`src/rtl/instruction_fetch_pkg.sv`:
```
// Shared definitions for the fetch stage: FSM state encoding, reset instruction
// and program-counter constants.
package instruction_fetch_pkg;

  typedef enum logic [1:0] {
    IDLE = 2'd0,
    REQ  = 2'd1,
    HOLD = 2'd2
  } fetch_state_e;

  localparam logic [31:0] NOP_INSTR        = 32'h0000_0013;
  localparam int          PC_STEP          = 4;
  localparam logic [31:0] DEFAULT_RESET_PC = 32'h0000_0000;

endpackage

```
`src/rtl/instruction_fetch.sv`:
```
// Fetch stage: owns the PC, issues one outstanding word read over req/ack and
// presents the returned word plus its PC to decode through a one-entry buffer.
module instruction_fetch
  import instruction_fetch_pkg::*;
#(
  parameter int unsigned          ADDR_W   = 32,
  parameter int unsigned          INSTR_W  = 32,
  parameter logic [ADDR_W-1:0]    RESET_PC = DEFAULT_RESET_PC[ADDR_W-1:0]
) (
  input  logic               clk,
  input  logic               rst,
  input  logic               en,
  input  logic               redirect_valid,
  input  logic [ADDR_W-1:0]  redirect_pc,
  output logic               imem_req,
  output logic [ADDR_W-1:0]  imem_addr,
  input  logic               imem_ack,
  input  logic [INSTR_W-1:0] imem_rdata,
  output logic               instr_valid,
  input  logic               instr_ready,
  output logic [INSTR_W-1:0] instruction,
  output logic [ADDR_W-1:0]  instr_pc
);

  fetch_state_e       state_q, state_d;
  logic [ADDR_W-1:0]  pc_q, pc_d;
  logic [ADDR_W-1:0]  addr_q, addr_d;
  logic               req_q, req_d;
  logic               flush_q, flush_d;
  logic               valid_q, valid_d;
  logic [INSTR_W-1:0] instr_q, instr_d;
  logic [ADDR_W-1:0]  ipc_q, ipc_d;

  logic [ADDR_W-1:0]  target;
  logic               unused_redirect_lsb;

  assign target              = {redirect_pc[ADDR_W-1:2], 2'b00};
  assign unused_redirect_lsb = ^redirect_pc[1:0];

  always_comb begin
    state_d = state_q;
    pc_d    = pc_q;
    addr_d  = addr_q;
    req_d   = req_q;
    flush_d = flush_q;
    valid_d = valid_q;
    instr_d = instr_q;
    ipc_d   = ipc_q;

    unique case (state_q)
      IDLE: begin
        if (redirect_valid) pc_d = target;
        if (en) begin
          state_d = REQ;
          req_d   = 1'b1;
          addr_d  = redirect_valid ? target : pc_q;
        end
      end

      REQ: begin
        if (imem_ack) begin
          if (redirect_valid) begin
            pc_d    = target;
            flush_d = 1'b0;
            state_d = en ? REQ : IDLE;
            req_d   = en;
            addr_d  = target;
          end else if (flush_q) begin
            // Word belongs to the pre-redirect stream; discard and refetch.
            flush_d = 1'b0;
            state_d = REQ;
            req_d   = 1'b1;
            addr_d  = pc_q;
          end else begin
            instr_d = imem_rdata;
            ipc_d   = pc_q;
            valid_d = 1'b1;
            pc_d    = pc_q + ADDR_W'(PC_STEP);
            state_d = HOLD;
            req_d   = 1'b0;
          end
        end else if (redirect_valid) begin
          // Address must stay stable until ack, so only the PC moves now.
          pc_d    = target;
          flush_d = 1'b1;
        end
      end

      HOLD: begin
        if (redirect_valid) begin
          pc_d    = target;
          valid_d = 1'b0;
          state_d = en ? REQ : IDLE;
          req_d   = en;
          addr_d  = target;
        end else if (instr_ready) begin
          valid_d = 1'b0;
          state_d = en ? REQ : IDLE;
          req_d   = en;
          addr_d  = pc_q;
        end
      end

      default: begin
        state_d = IDLE;
        req_d   = 1'b0;
      end
    endcase
  end

  always_ff @(posedge clk) begin
    if (rst) begin
      state_q <= IDLE;
      pc_q    <= RESET_PC;
      addr_q  <= RESET_PC;
      req_q   <= 1'b0;
      flush_q <= 1'b0;
      valid_q <= 1'b0;
      instr_q <= INSTR_W'(NOP_INSTR);
      ipc_q   <= RESET_PC;
    end else begin
      state_q <= state_d;
      pc_q    <= pc_d;
      addr_q  <= addr_d;
      req_q   <= req_d;
      flush_q <= flush_d;
      valid_q <= valid_d;
      instr_q <= instr_d;
      ipc_q   <= ipc_d;
    end
  end

  assign imem_req    = req_q;
  assign imem_addr   = addr_q;
  assign instr_valid = valid_q;
  assign instruction = instr_q;
  assign instr_pc    = ipc_q;

endmodule

```
`config.mk`:
```
export PLATFORM = sky130hd
export DESIGN_NAME = instruction_fetch
export DESIGN_NICKNAME = d
export VERILOG_FILES = /design/src/rtl/instruction_fetch_pkg.sv /design/src/rtl/instruction_fetch.sv
export SDC_FILE = /design/constraint.sdc
export NUM_CORES = 1
export LEC_CHECK = 0
export ABC_AREA = 1
export CORE_MARGIN = 3
export CORE_UTILIZATION = 52
export DETAILED_ROUTE_END_ITERATION = 6
export GPL_TIMING_DRIVEN = 0
export PLACE_DENSITY = 0.86
export SYNTH_ARGS = -nofsm -noshare
export SYNTH_HDL_FRONTEND = slang
export SYNTH_SLANG_ARGS = --single-unit
```
`constraint.sdc`:
```
create_clock -name clk -period 2.5 [get_ports clk]
set_input_delay 0.5 -clock clk [delete_from_list [all_inputs] [get_ports clk]]
set_output_delay 0.5 -clock clk [all_outputs]
set_load 0.03 [all_outputs]
```
==> flow_summary.json <==
{
  "synth_top_area_share_pct": 42.8,
  "fin_nets": 1160,
  "min_path_type": "input pin to register",
  "p_per_area_mw_per_mm2": 716,
  "cts_made_buffers": 17,
  "io_buffer_count": 163,
  "cts_max_level": 4,
  "cts_setup_buffers": 0,
  "fin_crit_sh_pct": 83.8,
  "drive_above_1_share_pct": 7.09,
  "ys_seq_area_share_pct": 42.8,
  "clock-root-buffer": "clkbuf_16",
  "drc": 0,
  "r2r-start": "pc_q[2]",
  "cp.required_ps": 2000,
  "grt_pass1_vias": 6657,
  "wl_per_cell_microns": 17.4,
  "clock_latency_ps": 430,
  "die_h_microns": 115,
  "antennaDiodeCount": 0,
  "cts_resized": 0,
  "ys_types": 34,
  "num_rows": 39,
  "holdPathEnd": "pc_q[3]",
  "cts_tree": "done",
  "dr_wl_met3_microns": 2250,
  "holdPathStages": 2,
  "grt_max_degree": 17,
  "crit_buf_inv": 1,
  "drtAntennaViolNets": 0,
  "rsz0062_at_grt": "false",
  "vdd_ir_drop_max_mv": 0.528,
  "ios": 168,
  "slew_viol_final": 0,
  "p_leak_uw": 0.00340,
  "initial_core_util_pct": 53.6,
  "cts_sinks": 132,
  "arrival_ps": 1590,
  "cp-end-kind": "output pin",
  "max-slew-margin-rel_pct": 51.8,
  "area_growth_syn_to_layout_pct": 38.7,
  "synth_cells": 907,
  "slowest_stage": "clkdlybuf4s50_1",
  "hold_start": "rst",
  "drt-initial-drc-count": 939,
  "cap_violations": 0,
  "critPathMaxStageDelay_ps": 720,
  "holdBufCountCts": 0,
  "clk_pin_slew_worst_paths_ps": 60,
  "coreArea_sq_mm": 0.0115,
  "top_layer": "met4",
  "critPathTopFamily": "buffers and inverters",
  "tns_ps": 0,
  "finClkSkew_ps": 6.21,
  "cp_cell_sequence": "clkdlybuf4s50_1",
  "met2_wirelength_microns": 9670,
  "fmax_mhz": 477,
  "wl_met1_microns": 8960,
  "tightestPinTransition_ps": 723,
  "dr.pass1.iters": 6,
  "synthTopCellsByArea": "dfxtp_1 43%, nor2_1 9.8%, a21oi_1 9.2%, nand2_1 8.8%, o21ai_0 7.9%",
  "die_area_sq_mm": 0.0132,
  "grt_usage_pct": 32.9,
  "cts_buffer_depth": 2,
  "die_x_microns": 115,
  "final_cell_mix": "163 x clkdlybuf4s50_1, 161 x nor2_1, 144 x nand2_1, 132 x dfxtp_1, 113 x a21oi_1",
  "hold_viol": 0,
  "synth_nets": 978,
  "ys_seq_elements": 132,
  "synth.cell_area_sq_mm": 0.00618,
  "period_needed_ps": 2090,
  "grt_pass1_wl_microns": 33700,
  "synth_area_per_cell_sq_um": 6.81,
  "synth_top_cell_by_area": "dfxtp_1",
  "utilization_pct": 74.4,
  "cp_max_fo": 7,
  "outcome": "finished, final reports clean",
  "dpl.hpwl_microns": 15400,
  "reg2reg_depth": 10,
  "crit_type": "register to output pin",
  "start_kind": "register",
  "routed_wl_microns": 21600,
  "gr-total-overflow": 0,
  "antenna_found_initial": 0,
  "fillers": 954,
  "vias_per_cell": 5.66,
  "finalWeightedCongestion": 1.00,
  "r2r_setup_slack_ps": 530,
  "synth_warnings": 0,
  "rr_endpoint": "pc_q[26]",
  "setup_viol": 0,
  "final_common_cell": "clkdlybuf4s50_1",
  "vias": 7033
}
[report_power, final]
| group | internal [uW] | total [uW] | switching (uW) |
|---|---|---|---|
| Sequential | 2270 | 2400 | 128 |
| Combinational | 498 | 1270 | 775 |
| Clock | 1530 | 2460 | 927 |
[cell families (layout without fill, tap and decap cells)]
| logic type | after synthesis | in the layout | synth area share [%] |
|---|---|---|---|
| simple gates | 400 | 400 | 27.0 |
| compound gates | 244 | 244 | 20.6 |
| flops | 132 | 132 | 42.8 |
| buf+inv | 130 | 323 | 9.34 |
| fa+ha+maj | 1 | 1 | 0.203 |
[through the flow]
step                      power, uW  worst slack [ps]  instances  hold slack (ps)  instance area [sq um]
after floorplan                3140               905        907              439                   6180
after global placement         3660               219       1213              452                   7990
after detailed placement       3680               207       1213              464                   7990
after CTS                      6110               394       1243              441                   8560
after global routing           6350               325       1243              442                   8560
final                          6130               405       1243              467                   8560
[worst max-delay path by stage]
stage                    from        to  slack (ps)  cells past startpoint
6_report           state_q[0]  imem_req         410                      1
5_1_grt               pc_q[2]  pc_q[24]         330                     10
4_1_cts            state_q[0]  imem_req         390                      1
3_5_place_dp         imem_ack   pc_q[9]         210                     10
3_3_place_gp         imem_ack   pc_q[9]         220                     10
2_1_floorplan  redirect_valid   pc_q[9]         910                      9
[final cells by class]
type,count,area (sq um),share of cell area (%)
Timing Repair Buffer,163,1630,19.1
Clock inverter,8,103,1.20
Sequential cell,132,2640,30.9
Inverter,76,293,3.42
Tap cell,143,179,2.09
Buffer,54,284,3.32
Clock buffer,22,474,5.54
Multi-Input combinational cell,645,2960,34.5
[metal layers]
metal / global-route usage [%] / vias to the layer above
li1: - / 3365
met1: 42.5 / 3225
met2: 51.0 / 381
met3: 10.5 / 62
met4: 13.3 / 0
met5: 0 / -
[registers in the layout, indices dropped and copies added (netlist names)]
register     count
flush_q          1
imem_addr       32
instr_pc        32
instr_valid      1
instruction     32
pc_q            32
state_q          2
[synth_stat cells]
library cell  instances
a21oi_1             113
o41ai_1               1
nand3_1              55
o311ai_0              1
nand3_2               1
dfxtp_1             132
nor2_4                1
nand3b_1              1
nor3_1                9
clkbuf_1             20
a211oi_1              2
nor2_1              161
o31ai_1               1
nand2_1             144
buf_2                20
o211ai_1              5
a21boi_0              1
nor2_2                6
a31oi_4               1
inv_1                68
nand2_2               3
buf_6                 4
buf_1                 3
nand4_1              16
buf_4                 7
ha_1                  1
o2111ai_1             2
nor4_1                2
clkinv_1              1
inv_4                 3
o21ai_1              20
and3_1                1
inv_2                 4
o21ai_0              97
Power figures use the tool's default switching activity.
